--- src/rtl/redmule_job_monitor.sv ---
// rtl/redmule_job_monitor.sv - job launch/complete monitor for the RedMulE accelerator wrapper
//
// Ports:
//   clk_i, rst_ni      clock, asynchronous active-low reset
//   start_i            single-cycle job launch request (honoured only in IDLE)
//   evt_i              per-core event lines; bit 0 of any lane marks job completion
//   busy_i             accelerator busy flag
//   irq_ack_i          host acknowledge of the completion interrupt
//   clear_i            synchronous abort/clear, highest priority
//   fetch_enable_o     accelerator fetch enable, high in ARM and RUN
//   irq_o              job-complete interrupt (level, DONE)
//   err_o              arm timeout flag (level, ERR)
//   busy_cycles_o      saturating busy-cycle count of the current/last job
//   job_count_o        number of acknowledged jobs, wraps modulo 2^16
module redmule_job_monitor #(
    parameter int N_CORES     = 8,
    parameter int CNT_W       = 32,
    parameter int ARM_TIMEOUT = 64
) (
    input  logic                    clk_i,
    input  logic                    rst_ni,
    input  logic                    start_i,
    input  logic [N_CORES-1:0][1:0] evt_i,
    input  logic                    busy_i,
    input  logic                    irq_ack_i,
    input  logic                    clear_i,
    output logic                    fetch_enable_o,
    output logic                    irq_o,
    output logic                    err_o,
    output logic [CNT_W-1:0]        busy_cycles_o,
    output logic [15:0]             job_count_o
);

    // The arm counter never needs to exceed ARM_TIMEOUT-1.
    localparam int ArmW = (ARM_TIMEOUT > 1) ? $clog2(ARM_TIMEOUT) : 1;
    localparam logic [ArmW-1:0] ArmLast = ArmW'(ARM_TIMEOUT - 1);
    localparam logic [CNT_W-1:0] CntMax = '1;

    typedef enum logic [2:0] {
        IDLE = 3'd0,
        ARM  = 3'd1,
        RUN  = 3'd2,
        DONE = 3'd3,
        ERR  = 3'd4
    } state_e;

    state_e            state_q, state_d;
    logic [ArmW-1:0]   arm_cnt_q, arm_cnt_d;
    logic [CNT_W-1:0]  busy_cycles_q, busy_cycles_d;
    logic [15:0]       job_count_q, job_count_d;
    logic              fetch_enable_q, fetch_enable_d;
    logic              irq_q, irq_d;
    logic              err_q, err_d;

    logic done_evt;
    logic unused_evt_hi;

    always_comb begin
        done_evt      = 1'b0;
        unused_evt_hi = 1'b0;
        for (int c = 0; c < N_CORES; c++) begin
            done_evt      = done_evt | evt_i[c][0];
            unused_evt_hi = unused_evt_hi ^ evt_i[c][1];
        end
    end

    always_comb begin
        state_d       = state_q;
        arm_cnt_d     = arm_cnt_q;
        busy_cycles_d = busy_cycles_q;
        job_count_d   = job_count_q;

        if (clear_i) begin
            state_d       = IDLE;
            arm_cnt_d     = '0;
            busy_cycles_d = '0;
        end else begin
            unique case (state_q)
                IDLE: begin
                    if (start_i) begin
                        state_d       = ARM;
                        arm_cnt_d     = '0;
                        busy_cycles_d = '0;
                    end
                end
                ARM: begin
                    arm_cnt_d = arm_cnt_q + ArmW'(1);
                    // busy_i beats a coincident timeout. The cycle that
                    // moves ARM to RUN is the first busy cycle of the job.
                    if (busy_i) begin
                        state_d       = RUN;
                        busy_cycles_d = busy_cycles_q + CNT_W'(1);
                    end else if (arm_cnt_q == ArmLast) begin
                        state_d = ERR;
                    end
                end
                RUN: begin
                    if (busy_i && (busy_cycles_q != CntMax)) begin
                        busy_cycles_d = busy_cycles_q + CNT_W'(1);
                    end
                    if (done_evt) begin
                        state_d = DONE;
                    end
                end
                DONE: begin
                    if (irq_ack_i) begin
                        state_d     = IDLE;
                        job_count_d = job_count_q + 16'd1;
                    end
                end
                ERR: begin
                    state_d = ERR;
                end
                default: begin
                    state_d = IDLE;
                end
            endcase
        end

        // Outputs come from the next state so they are plain flop outputs
        // that change together with the state register.
        fetch_enable_d = (state_d == ARM) || (state_d == RUN);
        irq_d          = (state_d == DONE);
        err_d          = (state_d == ERR);
    end

    always_ff @(posedge clk_i or negedge rst_ni) begin
        if (!rst_ni) begin
            state_q        <= IDLE;
            arm_cnt_q      <= '0;
            busy_cycles_q  <= '0;
            job_count_q    <= '0;
            fetch_enable_q <= 1'b0;
            irq_q          <= 1'b0;
            err_q          <= 1'b0;
        end else begin
            state_q        <= state_d;
            arm_cnt_q      <= arm_cnt_d;
            busy_cycles_q  <= busy_cycles_d;
            job_count_q    <= job_count_d;
            fetch_enable_q <= fetch_enable_d;
            irq_q          <= irq_d;
            err_q          <= err_d;
        end
    end

    assign fetch_enable_o = fetch_enable_q;
    assign irq_o          = irq_q;
    assign err_o          = err_q;
    assign busy_cycles_o  = busy_cycles_q;
    assign job_count_o    = job_count_q;

endmodule

--- config.mk ---
export PLATFORM = sky130hd
export DESIGN_NAME = redmule_job_monitor
export DESIGN_NICKNAME = d
export VERILOG_FILES = /design/src/rtl/redmule_job_monitor.sv
export SDC_FILE = /design/constraint.sdc
export NUM_CORES = 1
export LEC_CHECK = 0
export BUFFER_PORTS_ARGS = -buffer_cell sky130_fd_sc_hd__buf_2
export CAP_MARGIN = 20
export CORE_MARGIN = 2
export CORE_UTILIZATION = 51
export CTS_BUF_LIST = sky130_fd_sc_hd__clkbuf_8
export CTS_CLUSTER_DIAMETER = 120
export CTS_CLUSTER_SIZE = 28
export DETAILED_ROUTE_END_ITERATION = 8
export PLACE_DENSITY_LB_ADDON = 0.25
export SKIP_LAST_GASP = 1
export SYNTH_ARGS = -nofsm -noshare
export SYNTH_HDL_FRONTEND = slang
export SYNTH_SLANG_ARGS = --single-unit
--- constraint.sdc ---
create_clock -name clk_i -period 3.7 [get_ports clk_i]
set_input_delay 0.925 -clock clk_i [delete_from_list [all_inputs] [get_ports clk_i]]
set_output_delay 0.925 -clock clk_i [all_outputs]
set_load 0.01 [all_outputs]
==> results.json, run 1 <==
{
  "cts_tree": "yes",
  "synth_nets": 352,
  "clkSinkCount": 60,
  "io_pins": 73,
  "crit_type": "reg -> reg",
  "required_ps": 3920,
  "hold_slack_ps": 459.0,
  "skew_ps": 5.273,
  "syn_to_final_growth_pct": 19.36,
  "status": "finished clean",
  "cpLargestDelayFamily": "simple AND/OR/NAND/NOR gates",
  "core_um2": 5921,
  "numPortBuffers": 64,
  "ant_nets": 0,
  "grt_max_degree": 48,
  "routedWlPerCell_um": 14.26,
  "worstReg2RegStart": "busy_cycles_o[0]",
  "initial_core_util": 0.5304,
  "relSlewSlack": 0.4154,
  "seq_power_share": 0.473,
  "switching_power_mw": 0.3592,
  "n_antenna_cell": 0,
  "cts_resized": 0,
  "drv_cap": 0,
  "met3_usage": 0.05978,
  "via_per_inst": 5.653,
  "p_comb_frac": 0.082,
  "tightest_slew_ps": 871.1,
  "max_stage_delay_ps": 420,
  "path_clk_slew_ps": 70,
  "hp-start": "job_count_o[15]",
  "power_leakage_nw": 1.788,
  "avgSynthCellArea_um2": 9.604,
  "grt_use_met1": 0.2858,
  "root_buffer": "clkbuf_8",
  "critPathSlowestCell": "dfrtp_1",
  "grt_pass1_wl_um": 11250,
  "synthCells": 327,
  "cts_hold_buf": 0,
  "ys_ff_latch": 60,
  "yosysSeqAreaShare": 0.4781,
  "firstDrtPassIters": 4,
  "yosysWarningCount": 0,
  "place_congestion": 0.8060,
  "busiest_layer": "met2",
  "cts_buffer_depth": 2,
  "pwr-share-clk": 0.445,
  "drv_slew": 0,
  "finalCritPeriodShare": 0.6294,
  "cp.buffers_inverters": 1,
  "h-tree-depth": 3,
  "path_max_fanout": 21,
  "swShare": 0.2487,
  "final_nets": 418,
  "intPower_mw": 1.085,
  "numCtsBuffers": 9,
  "path_cells": "ha_1 -> and3_1 -> nand4_2 -> o31a_1 -> o211ai_1 -> buf_4 -> nand2b_1 -> o31ai_1",
  "finalHoldViolations": 0,
  "die_y_um": 82.47,
  "clk_latency_ps": 340,
  "max_freq_mhz": 429.4,
  "grt_util_met2": 0.3435,
  "worstSetupEndpointType": "flop",
  "synth.distinct_cells": 48,
  "fin_tns_setup_ps": 0,
  "totalWireLength_um": 6747,
  "rows": 28,
  "synth_area_um2": 3141,
  "p_total_mw": 1.444,
  "drc_errors": 0,
  "grt_pass1_vias": 2405,
  "postCtsSetupRepairBufs": 0,
  "grt_setup_unrepaired": "false",
  "crit_path_start": "busy_cycles_o[0]",
  "first_iter_violations": 150,
  "grt_use_total": 0.2161,
  "min_path_type": "reg -> reg",
  "reg2reg_slack_ps": 1370,
  "power.density_nw_per_um2": 385.3,
  "antenna_found_initial": 0,
  "grt_overflow": 0,
  "startpoint_type": "flop",
  "peakVddDrop_mv": 0.3521,
  "arrival_ps": 2550,
  "hpwl_um": 4699,
  "period_needed_ps": 2329,
  "drive_above_1_share": 0.2362,
  "num_vias": 2674,
  "fp.dieW_um": 82.47,
  "fp.dieArea_um2": 6801,
  "setup_violations": 0
}
-- kinds of logic (layout without fill, tap and decap cells) --
| logic type | after synthesis | in the layout | share of synthesized area |
|---|---|---|---|
| AND/OR/NAND/NOR | 137 | 137 | 0.2339 |
| AO/OA/AOI/OAI | 82 | 82 | 0.1701 |
| flip-flops | 60 | 60 | 0.4781 |
| XOR/XNOR | 27 | 27 | 0.07530 |
| buffers and inverters | 17 | 88 | 0.02749 |
| adder cells (fa/ha/maj) | 3 | 3 | 0.01195 |
| multiplexers | 1 | 1 | 0.003187 |
-- cell type report --
cell class	count	area, µm²
fillers	517	2172
multi-input cells	250	1553
flip-flops and latches	60	1501
repair buffers	70	377.9
clock buffers	9	123.9
well taps	75	93.84
clock inverters	7	91.34
inverters	2	7.507
-- worst paths after layout --
| check | endpoint | cells after the start |
|---|---|---|
| worst max register to register | busy_cycles_o[31] | 8 |
| worst max-delay path | busy_cycles_o[31] | 8 |
| worst min register to register | job_count_o[15] | 1 |
| worst min-delay path | job_count_o[15] | 1 |
| max in group asynchronous | busy_cycles_o[23] | 3 |
| min in group asynchronous | job_count_o[9] | 1 |
-- sequential cells by signal, indices dropped and copies added, names as in the netlist --
name,cells
busy_cycles_o,32
arm_cnt_q,6
irq_o,1
fetch_enable_o,1
err_o,1
job_count_o,16
state_q,3
-- placed cells by master, fill, tap and decap left out, types with 3 or more instances in the layout --
cell type | synthesis | routed
a21oi_1 | 14 | 14
o21ai_0 | 5 | 5
nor2b_1 | 7 | 7
o31ai_1 | 18 | 18
xor2_1 | 10 | 10
clkbuf_8 | 0 | 9
o41ai_1 | 3 | 3
a211oi_1 | 3 | 3
buf_4 | 1 | 5
and2_1 | 5 | 5
nand3_1 | 13 | 13
and3_1 | 6 | 6
xnor2_1 | 17 | 17
nor3_1 | 4 | 4
dfrtp_1 | 60 | 60
nand2_1 | 30 | 30
o21ai_1 | 24 | 24
nand2b_1 | 4 | 4
nor2_1 | 33 | 33
buf_2 | 9 | 64
nand4_1 | 14 | 14
ha_1 | 3 | 3
a31oi_1 | 4 | 4
clkinv_2 | 0 | 3
and4_1 | 8 | 8
-- power by group through the flow --
stage | Clock (mW) | Combinational, mW | Sequential (mW)
floorplan | 0 | 0.0730 | 0.693
CTS | 0.652 | 0.119 | 0.683
global placement | 0 | 0.115 | 0.694
finish | 0.642 | 0.119 | 0.683
global route | 0.684 | 0.134 | 0.685
detailed placement | 0 | 0.118 | 0.695
-- synthesized netlist by cell type, drive strengths merged --
cell type	instances	area, µm²
o31ai	18	135.1
nor3b	2	15.01
nor4	2	18.77
a21o	2	15.01
nand3	13	65.06
or3	1	6.260
clkbuf	3	11.26
a21oi	14	70.07
mux2i	1	10.01
a32o	1	10.01
xor2	10	87.58
and4	8	70.07
ha	3	37.54
o31a	1	8.760
nand3b	1	7.510
a2111oi	1	27.53
nor3	4	20.02
a41oi	1	8.760
xnor2	17	148.9
o211ai	1	7.510
nand2	30	112.6
nand2b	4	25.02
dfrtp	60	1501
or2	1	6.260
nor2b	7	43.79
inv	2	7.510
nor2	35	141.4
a22oi	1	7.510
nand4	16	112.6
o21a	2	15.01
o41ai	3	26.28
a41o	1	10.01
and2	5	31.28
a211oi	3	22.52
a31oi	4	25.02
o21ai	29	145.1
and4b	1	10.01
buf	12	67.56
and3	7	48.80
-- layer usage --
layer	vias up	wire length (µm)
met5	-	0
met4	0	89
met3	8	382
met2	61	3118
met1	1276	3157
li1	1329	-
-- metrics by stage --
step / instance area [µm²] / instances / utilization / setup WS (ps)
after floorplan: 3141 / 327 / - / 1366
after global placement: 3513 / 456 / 0.5934 / 1181
after detailed placement: 3513 / 456 / 0.5934 / 1143
after CTS: 3729 / 472 / 0.6298 / 1352
after global routing: 3749 / 473 / 0.6331 / 1169
final: 3749 / 473 / 0.6331 / 1371
No activity file was read; power rests on OpenSTA's default activity.
==> run 2: changes to the inputs <==
- CORE_UTILIZATION: 51 -> 50
- clock period: 3.7 -> 2 ns (I/O delays scaled with it)
==> results.json, run 2 (synthesized netlist as in run 1, its figures left out) <==
{
  "final_nets": 459,
  "grt_use_met1": 0.3092,
  "setup_violations": 0,
  "cts_hold_buf": 0,
  "n_antenna_cell": 0,
  "p_comb_frac": 0.096,
  "grt_pass1_wl_um": 12930,
  "routedWlPerCell_um": 14.86,
  "drive_above_1_share": 0.3174,
  "first_iter_violations": 164,
  "required_ps": 2190,
  "totalWireLength_um": 7625,
  "relSlewSlack": 0.6618,
  "power_leakage_nw": 2.044,
  "intPower_mw": 2.102,
  "worstReg2RegStart": "busy_cycles_o[17]",
  "place_congestion": 0.7930,
  "finalCritPeriodShare": 0.9613,
  "utilization": 0.6913,
  "startpoint_type": "flop",
  "core_um2": 5991,
  "nFillCells": 474,
  "path_max_fanout": 4,
  "largest_register_ffs": 32,
  "power.density_nw_per_um2": 665.7,
  "h-tree-depth": 3,
  "drv_cap": 0,
  "cts_tree": "yes",
  "via_per_inst": 5.686,
  "met3_usage": 0.04175,
  "die_y_um": 83.25,
  "num_vias": 2917,
  "fp.dieArea_um2": 6931,
  "peakVddDrop_mv": 0.4260,
  "numCtsBuffers": 9,
  "switching_power_mw": 0.6554,
  "syn_to_final_growth_pct": 31.87,
  "initial_core_util": 0.5242,
  "io_pins": 73,
  "final_common_cell": "buf_2",
  "grt_max_degree": 61,
  "seq_power_share": 0.456,
  "hpwl_um": 5172,
  "min_path_type": "in -> async",
  "tightest_slew_ps": 507.3,
  "fp.dieW_um": 83.25,
  "fin_tns_setup_ps": 0,
  "drc_errors": 0,
  "max_freq_mhz": 520.1,
  "busiest_layer": "met2",
  "grt_setup_unrepaired": "true",
  "pwr-share-clk": 0.448,
  "layout_common_cells": "buf_2 (64), dfrtp_1 (60), buf_4 (42)",
  "period_needed_ps": 1923,
  "finalHoldViolations": 0,
  "grt_util_met2": 0.3578,
  "status": "finished clean",
  "numPortBuffers": 64,
  "root_buffer": "clkbuf_8",
  "timing.rr.end": "busy_cycles_o[24]",
  "path_clk_slew_ps": 70,
  "arrival_ps": 2120,
  "skew_ps": 7.559,
  "firstDrtPassIters": 4,
  "clk_latency_ps": 330,
  "worstSetupEndpointType": "flop",
  "crit_type": "reg -> reg",
  "reg2reg_slack_ps": 80,
  "clkSinkCount": 60,
  "grt_use_total": 0.2265,
  "swShare": 0.2377,
  "ff2ff_path_depth": 8,
  "ant_nets": 0,
  "grt_overflow": 0,
  "antenna_found_initial": 0,
  "drv_slew": 0,
  "grt_pass1_vias": 2763,
  "cts_buffer_depth": 2,
  "rows": 28
}
[run 2: cell types whose count changed in the layout (fill, tap and decap cells not counted), moves of 2 or more]
cell,change
buf_6,+2
buf_4,+37
clkbuf_8,+2
clkinv_2,-2
and3_1,-2
and3_4,+2
buf_12,+2
[run 2: what timing repair did]
action,CTS,global route
endpoints found under the setup margin,13,28
buffers inserted,1,7
pin swaps,1,3
gates resized for setup,1,9
[run 2: power groups by stage]
stage / clock network (mW) / logic (mW) / registers [mW]
finish: 1.24 / 0.266 / 1.26
global route: 1.32 / 0.296 / 1.26
CTS: 1.25 / 0.264 / 1.26
detailed placement: 0 / 0.260 / 1.28
global placement: 0 / 0.258 / 1.28
floorplan: 0 / 0.135 / 1.28
[run 2: worst max-delay path by stage]
stage	endpoint	from	depth (start not counted)	slack [ps]
after CTS	busy_cycles_o[28]	busy_cycles_o[0]	7	20
after floorplan	busy_cycles_o[19]	busy_cycles_o[0]	8	50
after global placement	busy_cycles_o[19]	busy_cycles_o[0]	7	20
after detailed placement	busy_cycles_o[28]	start_i	8	-10
after global routing	busy_cycles_o[26]	busy_cycles_o[17]	8	-30
final	busy_cycles_o[24]	busy_cycles_o[17]	8	80
[run 2: cell type report]
type / count / area (µm²) / share of cell area
timing repair buffer: 111 / 718.2 / 0.1734
sequential: 60 / 1501 / 0.3625
tap: 75 / 93.84 / 0.02266
clock buffer: 11 / 151.4 / 0.03656
multi-input combinational: 250 / 1597 / 0.3855
inverter: 2 / 7.507 / 0.001813
clock inverter: 4 / 72.57 / 0.01752
[run 2: critical path: stages (launching register included)]
cell,delay (ps)
dfrtp_1,370
and3_4,220
nand4_2,160
buf_6,180
a2111oi_4,370
buf_4,190
nand3_1,90
xor2_1,140
nor2_1,60
[run 2: metrics by stage]
| stage | worst slack (ps) | total power, mW | hold WS [ps] | cell area, µm² | cells |
|---|---|---|---|---|---|
| floorplan | 52.94 | 1.416 | 204.4 | 3141 | 327 |
| global placement | 24.22 | 1.534 | 450.3 | 3806 | 490 |
| detailed placement | -12.27 | 1.539 | 463.0 | 3806 | 490 |
| CTS | 23.85 | 2.772 | 178.1 | 4041 | 506 |
| global route | -26.47 | 2.880 | 190.1 | 4141 | 513 |
| finish | 77.45 | 2.757 | 171.0 | 4141 | 513 |
[run 2: per-layer routing]
layer | up-vias | part of all wire
met5 | - | 0
met4 | 0 | 0.012
met3 | 7 | 0.042
met2 | 69 | 0.48
met1 | 1436 | 0.46
li1 | 1405 | -
==> run 3: changes to the inputs <==
- CORE_ASPECT_RATIO: not set -> 0.8
==> results.json, run 3 (synthesized netlist as in run 1, its figures left out) <==
{
  "worstSetupEndpointType": "flop",
  "grt_max_degree": 61,
  "n_antenna_cell": 0,
  "rows": 25,
  "syn_to_final_growth_pct": 31.63,
  "path_max_fanout": 7,
  "core_um2": 5974,
  "arrival_ps": 2130,
  "cts_buffer_depth": 2,
  "placed_area_um2": 3809,
  "setup_violations": 0,
  "numCtsBuffers": 9,
  "finalCritPeriodShare": 0.9563,
  "power.density_nw_per_um2": 698.3,
  "die_y_um": 74.89,
  "cts_tree": "yes",
  "drv_slew": 0,
  "layout_common_cells": "buf_2 (64), dfrtp_1 (60), buf_4 (41)",
  "initial_core_util": 0.5257,
  "power_leakage_nw": 2.025,
  "place_congestion": 0.8489,
  "clkSinkCount": 60,
  "path_clk_slew_ps": 70,
  "antenna_found_initial": 0,
  "numPlacedInstances": 497,
  "final_nets": 455,
  "required_ps": 2220,
  "grt_pass1_wl_um": 12430,
  "num_vias": 2910,
  "drv_cap": 0,
  "drc_errors": 0,
  "firstDrtPassIters": 5,
  "grt_setup_unrepaired": "true",
  "root_buffer": "clkbuf_8",
  "grt_overflow": 0,
  "largest_register_ffs": 32,
  "min_path_type": "in -> async",
  "relSlewSlack": 0.7730,
  "routedWlPerCell_um": 15.08,
  "max_freq_mhz": 522.8,
  "startpoint_type": "flop",
  "clk_latency_ps": 340,
  "period_needed_ps": 1913,
  "via_per_inst": 5.640,
  "fp.dieW_um": 92.61,
  "h-tree-depth": 3,
  "tightest_slew_ps": 337.0,
  "grt_use_total": 0.2292,
  "drive_above_1_share": 0.3172,
  "final_cells": 516,
  "design_area_um2": 4134,
  "ant_nets": 0,
  "peakVddDrop_mv": 0.4437,
  "fp.dieArea_um2": 6935,
  "crit_type": "reg -> reg",
  "final_common_cell": "buf_2",
  "hpwl_um": 5377,
  "totalWireLength_um": 7779,
  "status": "finished clean",
  "io_pins": 73,
  "finalHoldViolations": 0,
  "numPortBuffers": 64,
  "skew_ps": 8.123,
  "grt_pass1_vias": 2710,
  "first_iter_violations": 127
}
[run 3: area by class of cell]
class | instances | area (µm²)
multi-input combinational | 250 | 1607
clock buffer | 10 | 137.6
tap | 81 | 101.3
timing repair buffer | 107 | 668.1
sequential | 60 | 1501
clock inverter | 6 | 111.4
inverter | 2 | 7.507
fill | 477 | 1841
[run 3: per-stage QoR]
stage          setup WS (ps)    util  power, mW  TNS [ps]  hold WS, ps
3_5_place_dp          -152.4  0.6375      1.539    -917.7        455.2
3_3_place_gp          -7.333  0.6375      1.530    -7.333        451.3
6_report               87.40  0.6919      2.887         0        160.9
2_1_floorplan          52.94       -      1.416         0        204.4
5_1_grt               -17.28  0.6919      2.991    -56.54        158.0
4_1_cts                20.48  0.6844      2.907         0        162.5
[run 3: timing repair]
action,CTS,global route
hold buffers,0,0
gates resized for setup,1,10
pin swaps,1,4
buffers inserted,3,0
endpoints found under the setup margin,27,34
[run 3: worst paths after layout]
path                                         from  slack, ps                 to  depth (start not counted)
worst max-delay path            busy_cycles_o[23]         90  busy_cycles_o[28]                          7
worst min-delay path                       rst_ni        160   busy_cycles_o[3]                          2
worst max register to register  busy_cycles_o[23]         90  busy_cycles_o[28]                          7
worst min register to register    job_count_o[15]        460    job_count_o[15]                          1
max in group asynchronous                  rst_ni       1580     fetch_enable_o                          2
min in group clk_i                job_count_o[15]        460    job_count_o[15]                          1
[run 3: where the power goes]
group | internal, mW | switching, mW
registers | 1.23 | 0.0247
clock network | 0.861 | 0.505
logic | 0.106 | 0.157
[run 3: per-layer routing]
layer | part of all wire | up-vias | GRT usage
li1 | - | 1405 | -
met1 | 0.45 | 1402 | 0.3079
met2 | 0.48 | 87 | 0.3593
met3 | 0.054 | 16 | 0.06607
met4 | 0.017 | 0 | 0.08624
met5 | 0 | - | 0
[run 3: worst max-delay path, cell delays in order, from the launching register on]
cell and delay, ps:
dfrtp_1 390, and3_4 220, a41o_1 280, a2111oi_4 340, buf_4 200, nand4_1 120
xor2_1 200, nor2_2 40
